===== src/rtl/uart_tx_arbiter.sv =====
// Round-robin arbiter sharing the UART TX FIFO write port between a queued keyboard source
// and a valid/ready host source. Define ARB_BURST_LOCK_EN to keep host bursts unsplit.
module uart_tx_arbiter #(
   parameter int unsigned DATA_W    = 8,
   parameter int unsigned KBD_DEPTH = 4
) (
   input  logic              clk,
   input  logic              rst,
   input  logic              kbdWrite,
   input  logic [DATA_W-1:0] kbdData,
   input  logic              hostValid,
   input  logic [DATA_W-1:0] hostData,
   input  logic              hostLast,
   output logic              hostReady,
   input  logic              fifoFull,
   output logic              fifoWriteRequest,
   output logic [DATA_W-1:0] fifoInData,
   output logic              kbdOverflow,
   input  logic              ovfClear
);

   localparam int unsigned PTR_W = $clog2(KBD_DEPTH);
   localparam logic [PTR_W:0] FULL_COUNT = (PTR_W + 1)'(KBD_DEPTH);

   logic [DATA_W-1:0] queue_mem [KBD_DEPTH];
   logic [PTR_W-1:0]  rd_ptr;
   logic [PTR_W-1:0]  wr_ptr;
   logic [PTR_W:0]    count;
   logic              last_host;
   logic              k_req;
   logic              h_req;
   logic              lock_active;
   logic              grant_kbd;
   logic              grant_host;
   logic              q_full;
   logic              push_ok;
   logic              drop;

`ifdef ARB_BURST_LOCK_EN
   typedef enum logic {StArb, StHostLock} state_t;
   state_t state;

   assign lock_active = (state == StHostLock);

   always_ff @(posedge clk or posedge rst) begin
      if (rst) begin
         state <= StArb;
      end else begin
         unique case (state)
            StArb:      if (grant_host && !hostLast) state <= StHostLock;
            StHostLock: if (grant_host && hostLast)  state <= StArb;
            default:    state <= StArb;
         endcase
      end
   end
`else
   logic unused_host_last;
   assign unused_host_last = hostLast;
   assign lock_active      = 1'b0;
`endif

   assign k_req = (count != '0);
   assign h_req = hostValid;

   // Grants already include the fifoFull gate, so a grant is a completed write.
   always_comb begin
      grant_kbd  = 1'b0;
      grant_host = 1'b0;
      if (!fifoFull) begin
         if (lock_active) begin
            grant_host = h_req;
         end else if (k_req && h_req) begin
            grant_kbd  = last_host;
            grant_host = !last_host;
         end else begin
            grant_kbd  = k_req;
            grant_host = h_req;
         end
      end
   end

   assign fifoWriteRequest = grant_kbd | grant_host;
   assign hostReady        = grant_host;
   assign fifoInData       = grant_host ? hostData : queue_mem[rd_ptr];

   // A same-cycle pop frees the slot, so a push at full only drops without a pop.
   assign q_full  = (count == FULL_COUNT);
   assign push_ok = kbdWrite & (!q_full | grant_kbd);
   assign drop    = kbdWrite & q_full & !grant_kbd;

   always_ff @(posedge clk or posedge rst) begin
      if (rst) begin
         for (int i = 0; i < int'(KBD_DEPTH); i++) queue_mem[i] <= '0;
         rd_ptr      <= '0;
         wr_ptr      <= '0;
         count       <= '0;
         last_host   <= 1'b1;
         kbdOverflow <= 1'b0;
      end else begin
         if (push_ok) begin
            queue_mem[wr_ptr] <= kbdData;
            wr_ptr            <= wr_ptr + 1'b1;
         end
         if (grant_kbd) rd_ptr <= rd_ptr + 1'b1;
         unique case ({push_ok, grant_kbd})
            2'b10:   count <= count + 1'b1;
            2'b01:   count <= count - 1'b1;
            default: count <= count;
         endcase
         if (fifoWriteRequest) last_host <= grant_host;
         if (drop)          kbdOverflow <= 1'b1;
         else if (ovfClear) kbdOverflow <= 1'b0;
      end
   end

endmodule


===== config.mk =====
export PLATFORM = sky130hd
export DESIGN_NAME = uart_tx_arbiter
export DESIGN_NICKNAME = d
export VERILOG_FILES = /design/src/rtl/uart_tx_arbiter.sv
export SDC_FILE = /design/constraint.sdc
export NUM_CORES = 1
export LEC_CHECK = 0
export CAP_MARGIN = 30
export CORE_MARGIN = 2
export CORE_UTILIZATION = 50
export CTS_CLUSTER_SIZE = 25
export DETAILED_ROUTE_END_ITERATION = 10
export GPL_TIMING_DRIVEN = 0
export PLACE_DENSITY = 0.85
export SKIP_LAST_GASP = 1
export SLEW_MARGIN = 25
export SYNTH_ARGS = -nofsm -noshare
export SYNTH_HDL_FRONTEND = slang
export SYNTH_SLANG_ARGS = --single-unit
export TNS_END_PERCENT = 1

===== constraint.sdc =====
create_clock -name clk -period 4.1 [get_ports clk]
set_clock_uncertainty 0.15 [all_clocks]
set_input_delay 0.41 -clock clk [delete_from_list [all_inputs] [get_ports clk]]
set_output_delay 0.41 -clock clk [all_outputs]
set_load 0.02 [all_outputs]

Word-level counts from Yosys, hierarchy flattened

Index checks and enable logic that the tools add are counted.

Register bits after elaboration: 41

Add/sub/neg operators: 4
Order comparisons: 3
Equality and inequality tests: 3
Mux-type cells: 14
Bitwise operators: 7
Reduce and logical (&&, ||, !) cells: 8

Operators with widths:

| cell                                                       | number |
|---|---|
| bitwise mux 32 bit                                         | 1 |
| 2-to-1 mux 8 bit                                           | 4 |
| binary-select mux 8 bit (select 2 bit)                     | 1 |
| demux 8 bit (select 2 bit)                                 | 1 |
| >= comparator 3 bit, second input constant                 | 2 |
| 2-to-1 mux 1 bit                                           | 6 |
| NOT 2 -> 3 bit                                             | 2 |
| one-hot mux 3 bit (2 select lines)                         | 1 |
| adder 2 x 1 -> 2 bit, second input constant                | 2 |
| nonzero test 2 bit                                         | 2 |
| adder 3 x 1 -> 3 bit, second input constant                | 1 |
| bitwise AND 1 bit                                          | 3 |
| == test 3 bit, second input constant                       | 1 |
| zero test 1 bit                                            | 3 |
| less-than comparator 3 x 1 -> 1 bit, second input constant | 1 |
| nonzero test 3 bit                                         | 1 |
| subtractor 3 x 1 -> 3 bit, second input constant           | 1 |
| == test 2 x 1 -> 1 bit, second input constant              | 1 |
| == test 2 bit, second input constant                       | 1 |
| logical AND 1 bit                                          | 2 |
| OR 1 bit                                                   | 2 |

Logic depth before layout (Yosys ltp)

Depth in word-level cells: 8
Mapped depth: 10
Depth with buffers taken out: 9

Least setup slack after synthesis

Ideal clock, no wire load.

Kind: input -> register
Start: in hostValid
End: reg count[2]
Setup time: 0.079 ns
Arrival: 2.035 ns
Slack: 1.836 ns
Stages: 10
Path buffers: 1
Cell sequence: nor2b_1 -> o2111a_2 -> buf_12 -> nand2b_4 -> ha_1 -> inv_1 -> fa_1 -> xor2_1 -> nor2_1 -> xor2_1

Word-level cells in the longest chain between the ends: 7
Elaborated cells between the ends (all ways): 9

Ends and longest elaborated chain:

| item                                                                            | line | RTL |
|---|---|---|
| from (decl)                                                                     | 11   | `input logic hostValid,` |
| logical AND 1 bit (*)                                                           | 72   | `end else if (k_req && h_req) begin` |
| 2-to-1 mux 1 bit (*)                                                            | 72   |  |
| 2-to-1 mux 1 bit (*)                                                            | 69   | `if (!fifoFull) begin` |
| OR 1 bit                                                                        | 88   | `assign push_ok = kbdWrite & (!q_full \| grant_kbd);` |
| bitwise AND 1 bit                                                               | 88   |  |
| == test 2 x 1 -> 1 bit / == test 2 bit (equally long branches)                  | 105  | `unique case ({push_ok, grant_kbd})` |
| one-hot mux 3 bit (2 select lines) / nonzero test 2 bit (equally long branches) | --   |  |
| to (signal assigned)                                                            | 106  | `2'b10: count <= count + 1'b1;` |
| to (signal assigned)                                                            | 107  | `2'b01: count <= count - 1'b1;` |
| to (signal assigned)                                                            | 108  | `default: count <= count;` |
| to (decl)                                                                       | 28   | `logic [PTR_W:0] count;` |

Every way passes the cells marked *; elsewhere a longest branch is shown, timed or not.
A chain may end at the register's enable or synchronous reset.

Worst setup path in the final report

Start: reg last_host
End: out fifoInData[0]

Word-level cells in the longest chain between the ends: 4

Ends and longest elaborated chain:

| item                   | line | RTL |
|---|---|---|
| from (decl)            | 29   | `logic last_host;` |
| from (signal assigned) | 110  | `if (fifoWriteRequest) last_host <= grant_host;` |
| zero test 1 bit        | 74   | `grant_host = !last_host;` |
| 2-to-1 mux 1 bit       | 72   |  |
| 2-to-1 mux 1 bit       | 69   |  |
| 2-to-1 mux 8 bit       | 84   | `assign fifoInData = grant_host ? hostData : queue_mem[rd_ptr];` |
| to (decl)              | 17   | `output logic [DATA_W-1:0] fifoInData,` |

Every way passes these cells.

==> out/qor.txt <==
Synth Cell Area: 2060 um2
Post-synthesis xor/xnor area fraction: 0.0255
Final period util: 0.704
H-tree depth: 2
Max-Cap Viols: 0
Critical path cell sequence: inv_1, o21ai_0, buf_2, mux2_2, clkdlybuf4s50_1
Io pins: 34
DR iter-0 viols: 42
Crit path kind: reg -> out
Startpoint types: flip-flop
Status: complete, no violations
Synth top area cells: dfrtp_1, mux2_2, mux4_2
Simple-gate area share of the yosys netlist: 0.0722
GRT Resource Usage Total: 0.202
Int Power: 1.36 mW
Worst Max-Slew Pin Slew: 0.651 ns
Setup TNS: 0 ns
Bufs and invs on worst path: 3
ANT cells: 0
Top delay family on crit path: buffers and inverters
Mapped Cells: 137
Clock-pin slew on the worst setup and hold paths: 0.07 ns
Tmin final: 2.89 ns
Drt drc: 0
Worst-skew pair later-pin latency: 0.30 ns
Worst rel slew slack: 0.563
Clk sinks: 41
Crit path arrival time: 2.33 ns
Achievable Freq: 346 MHz
DRT Pass-1 Iters: 4
CTS Root Cell: clkbuf_8
Vias per inst: 5.29
Initial core utilization: 0.520
GR Util met2: 0.334
RSZ-0062 raised after global routing: false
Comb power frac: 0.516
Clock share of power: 0.131
TritonCTS clock tree: built
Slowest CP cell: dfstp_2
Gr ovfl total: 0
Worst vdd ir: 0.000429 V
Highest net fanout along the worst path: 10
GR peak layer: met2
Die X: 68.2 um
Number of global-route vias before repair: 1285
Drt wl/cell: 17.0 um
Core Region: 3970 um2
Pwr Density: 805 nW/um2
Multiplexer area fraction after synthesis: 0.318
Finish-stage setup viols: 0
GP Congestion: 0.686
Final nets: 206
Num rows: 23
First-pass GRT wire length: 6.50 mm
Final Hold Vio Count: 0
Largest area contributor in the netlist: dfrtp_1
Die Span Y: 68.2 um
Hold Buf Count CTS: 0
Library cells used by synthesis: 22
NetSw: 697 uW
Yosys top cell area share: 0.485
Largest family of logic cells by synthesized area: multiplexers
Vias: 1207
Die Footprint: 4660 um2
Setup bufs post-CTS: 0
Sequential share of the synthesized area: 0.498
Post-detail-place hpwl: 2.82 mm
CTS Buf Count: 5
IO buf count: 32
Hold crit path type: in -> async
Largest net degree at the start of global routing: 30
Sw frac: 0.338
Initial antenna violation count: 0
Leakage power: 1.07 nW
CP Data Required Time: 3.54 ns
Total Routed Length: 3.88 mm
Compound-Gate Fraction of Synth Area: 0.0133
Syn Area/Cell: 15.1 um2
Number of routed nets with antenna violations: 0
Yosys reg bits: 41
Seq pwr share: 0.353
Max Slew Vio Count: 0
Adder-cell share of the synthesized area: 0.0400
Syn-to-layout area delta: 23.9%
Setup ws final: 1.21 ns
Clock Tree Buf Depth: 2
Worst Setup End Kind: output port
M3 GR Usage: 0.0609
Met1 usage: 0.254
Layout cells sized above 1: 0.382
Largest stage delay, worst path: 0.54 ns
Total number of yosys warnings: 0
Synth Net Count: 166
Place WS: 1.21 ns
Post_cts resized: 0
-- synthesized netlist by cell type --
| library cell | instances |
|---|---|
| buf_2 | 3 |
| nor2_1 | 1 |
| nor2b_1 | 2 |
| mux2_2 | 40 |
| dfstp_2 | 1 |
| nand2_1 | 6 |
| xnor2_1 | 3 |
| mux4_2 | 8 |
| fa_1 | 1 |
| inv_1 | 9 |
| mux2i_1 | 1 |
| nor3_1 | 2 |
| mux2_4 | 1 |
| ha_1 | 5 |
| nor2_8 | 4 |
| xor2_1 | 3 |
| nand2b_1 | 1 |
| o2111a_2 | 1 |
| nand2b_4 | 1 |
| o21ai_0 | 3 |
| buf_12 | 1 |
| dfrtp_1 | 40 |
-- kinds of logic after synthesis --
group | count (synthesis)
DFF | 41
buffers and inverters | 13
xor gates and xnor gates | 6
and+or+nand+nor | 17
muxes | 50
AOI/OAI and AO/OA | 4
adders and majority gates | 6
-- cell type report --
| class | instances | area (um2) |
|---|---|---|
| multi-input cells | 83 | 967 |
| fillers | 296 | 1420 |
| plain buffers | 4 | 35.0 |
| repair buffers | 33 | 340 |
| flip-flops and latches | 41 | 1030 |
| clock buffers | 8 | 90.1 |
| inverters | 9 | 33.8 |
| well taps | 50 | 62.6 |
-- cell usage in the layout (no fill, tap or decap), drive strengths merged --
cell type	synthesis	final
fa	1	1
inv	9	9
mux2	41	41
nor2	5	5
clkbuf	0	8
mux4	8	8
clkdlybuf4s50	0	32
dfstp	1	1
ha	5	5
nand2	6	6
o2111a	1	1
mux2i	1	1
nor3	2	2
dfrtp	40	40
buf	4	5
o21ai	3	3
xnor2	3	3
xor2	3	3
nor2b	2	2
nand2b	2	2
-- sequential cells by signal, summed over array words and instances (netlist names) --
register     cells
count            3
kbdOverflow      1
last_host        1
queue_mem       32
rd_ptr           2
wr_ptr           2
-- metal layers --
layer,up-vias,routed length [um],share of wire
li1,563,-,-
met1,612,1630,0.42
met2,26,2040,0.52
met3,6,151,0.039
met4,0,58,0.015
met5,-,0,0
-- per-stage QoR --
stage | area (um2) | utilization | hold WS [ns] | std cells | power (mW)
floorplan | 2060 | - | 0.314 | 137 | 1.47
finish | 2560 | 0.644 | 0.231 | 228 | 2.06
global placement | 2450 | 0.616 | 0.329 | 219 | 1.74
CTS | 2560 | 0.644 | 0.230 | 228 | 2.09
global route | 2560 | 0.644 | 0.269 | 228 | 2.20
detailed placement | 2470 | 0.621 | 0.345 | 220 | 1.81
-- final timing paths --
path	from	endpoint	slack (ns)	cells after the start
worst max-delay path	last_host$_DFFE_PP1P_	fifoInData[0]	1.21	5
worst min-delay path	rst	queue_mem[30]$_DFFE_PP0P_	0.23	2
worst max register to register	last_host$_DFFE_PP1P_	count[2]$_DFFE_PP0P_	1.58	8
worst min register to register	count[2]$_DFFE_PP0P_	count[2]$_DFFE_PP0P_	0.35	1
max in group asynchronous	rst	last_host$_DFFE_PP1P_	3.06	3
min in group clk	count[2]$_DFFE_PP0P_	count[2]$_DFFE_PP0P_	0.35	1
-- power by group through the flow --
stage               clock network (mW)  logic [mW]  registers (mW)
floorplan                            0       0.769           0.699
global placement                     0        1.03           0.712
detailed placement                   0        1.07           0.738
CTS                              0.277        1.08           0.728
global route                     0.298        1.15           0.753
finish                           0.271        1.06           0.727
Note: power is estimated with default switching activity, not from simulation.
==> RTL edit (same settings) <==
Put one more register stage on the output `kbdOverflow`, cleared by the reset. The value now appears one clock later. The other outputs are not delayed to match.
--- a/src/rtl/uart_tx_arbiter.sv
+++ b/src/rtl/uart_tx_arbiter.sv
@@ -22,4 +22,6 @@
    localparam int unsigned PTR_W = $clog2(KBD_DEPTH);
    localparam logic [PTR_W:0] FULL_COUNT = (PTR_W + 1)'(KBD_DEPTH);
+
+   logic kbdOverflow_s0;
 
    logic [DATA_W-1:0] queue_mem [KBD_DEPTH];
@@ -96,5 +98,5 @@
          count       <= '0;
          last_host   <= 1'b1;
-         kbdOverflow <= 1'b0;
+         kbdOverflow_s0 <= 1'b0;
       end else begin
          if (push_ok) begin
@@ -109,6 +111,14 @@
          endcase
          if (fifoWriteRequest) last_host <= grant_host;
-         if (drop)          kbdOverflow <= 1'b1;
-         else if (ovfClear) kbdOverflow <= 1'b0;
+         if (drop)          kbdOverflow_s0 <= 1'b1;
+         else if (ovfClear) kbdOverflow_s0 <= 1'b0;
+      end
+   end
+
+   always_ff @(posedge clk or posedge rst) begin
+      if (rst) begin
+         kbdOverflow <= '0;
+      end else begin
+         kbdOverflow <= kbdOverflow_s0;
       end
    end
Check against the original RTL: not equivalent (Yosys sat finds a counterexample within 10 cycles, from zero or initial values and one cycle with rst high).
==> RTL edit against the unedited design <==
Sequential cell count increased by 1; worst setup slack got worse by 0.046 ns; combinational power about the same; final area rose by 1.0%; fmax shrank 1.6%; power up 0.68%; synthesized area rose by 1.2%; wire length rose by 4.6%; worst hold slack got worse by 0.0088 ns.
==> RTL edit: results <==
[synth]
yosys-top-cells-area = dfrtp_1, mux2_2, mux4_2, nor2_8, ha_1
syn_nets = 167
yosysSeqAreaShare_pct = 50.4
synth_top_cells_by_count = dfrtp_1, mux2_2, inv_1

[route]
wire_per_inst_microns = 17.7
drt_iter0_drc = 54
routed_via_density = 5.42

[power]
leakage_nw = 1.09
ir_drop_v = 0.000413

[setup_path]
cpPeakStageDelay_ns = 0.55
cpMaxStageDelayCell = clkdlybuf4s50_1
arrival_ns = 2.37

[placed_design]
place_hpwl_microns = 2900
gp_congestion = 0.777
dp_slack_ns = 1.16
port_buffers = 32

[clock_network]
clockBufferDepth = 2
numCtsBuffers = 5
insertion_delay_ns = 0.29

[finish]
drive_gt1_share_pct = 38.5
reg_top3 = queue_mem: 32 flops, count: 3 flops
fillCellCount = 281
final_nets = 207

[outcome]
run_status = completed

[grt]
grt_max_degree = 35
met2_usage_pct = 33.4
grt_first_pass_wirelength_microns = 6580
use_met3_pct = 3.57
first_global_vias = 1394
grt_usage_pct = 19.9
met1_usage_pct = 25.3

[sta]
tightest_slew_ns = 0.688
==> RTL edit: cell types whose count changed after synthesis <==
cell / unedited run / this run
dfrtp_1: 40 / 41
==> RTL edit: layout make-up <==
type | count | area share, %
sequential | 42 | 40.7
multi-input combinational | 83 | 37.5
timing repair buffer | 33 | 13.2
clock buffer | 7 | 3.34
tap | 50 | 2.42
buffer | 4 | 1.36
inverter | 9 | 1.31
clock inverter | 1 | 0.194
==> RTL edit: worst register-to-register path: cells and delay by family (launching register included) <==
kind	cells	cell delay, ns
simple gates	3	0.74
xor+xnor	2	0.30
fa+ha+maj	2	0.67
flops	1	0.53
buf+inv	1	0.06
==> RTL edit: final timing paths <==
kind / endpoint / from / slack (ns)
worst min register to register: kbdOverflow$_DFF_PP0_ / kbdOverflow_s0$_DFFE_PP0P_ / 0.24
worst max-delay path: fifoInData[2] / last_host$_DFFE_PP1P_ / 1.17
max in group asynchronous: queue_mem[26]$_DFFE_PP0P_ / rst / 3.13
worst min-delay path: count[2]$_DFFE_PP0P_ / rst / 0.22
worst max register to register: count[2]$_DFFE_PP0P_ / last_host$_DFFE_PP1P_ / 1.59
min in group clk: kbdOverflow$_DFF_PP0_ / kbdOverflow_s0$_DFFE_PP0P_ / 0.24
==> RTL edit: through the flow <==
step	cell area (sq um)	cells
after floorplan	2090	138
after global placement	2470	220
after detailed placement	2490	221
after CTS	2580	229
after global routing	2580	229
final	2580	229
==> RTL edit: layer usage <==
layer | vias to the layer above | routed length (microns)
met5 | - | 0
met4 | 0 | 59
met3 | 6 | 135
met2 | 28 | 2100
met1 | 646 | 1770
li1 | 561 | -
==> RTL edit: kinds of logic after synthesis <==
group	after synthesis	synth area share [%]
adder cells (fa/ha/maj)	6	3.95
buffers and inverters	13	3.30
multiplexers	50	31.4
XOR/XNOR	6	2.52
flip-flops	42	50.4
AO/OA/AOI/OAI	4	1.32
AND/OR/NAND/NOR	17	7.13
==> RTL edit: report_power, final <==
group          switching [mW]  leakage [nW]  internal (mW)
sequential              0.111         0.499          0.629
clock                   0.135        0.0482          0.136
combinational           0.457         0.542          0.605
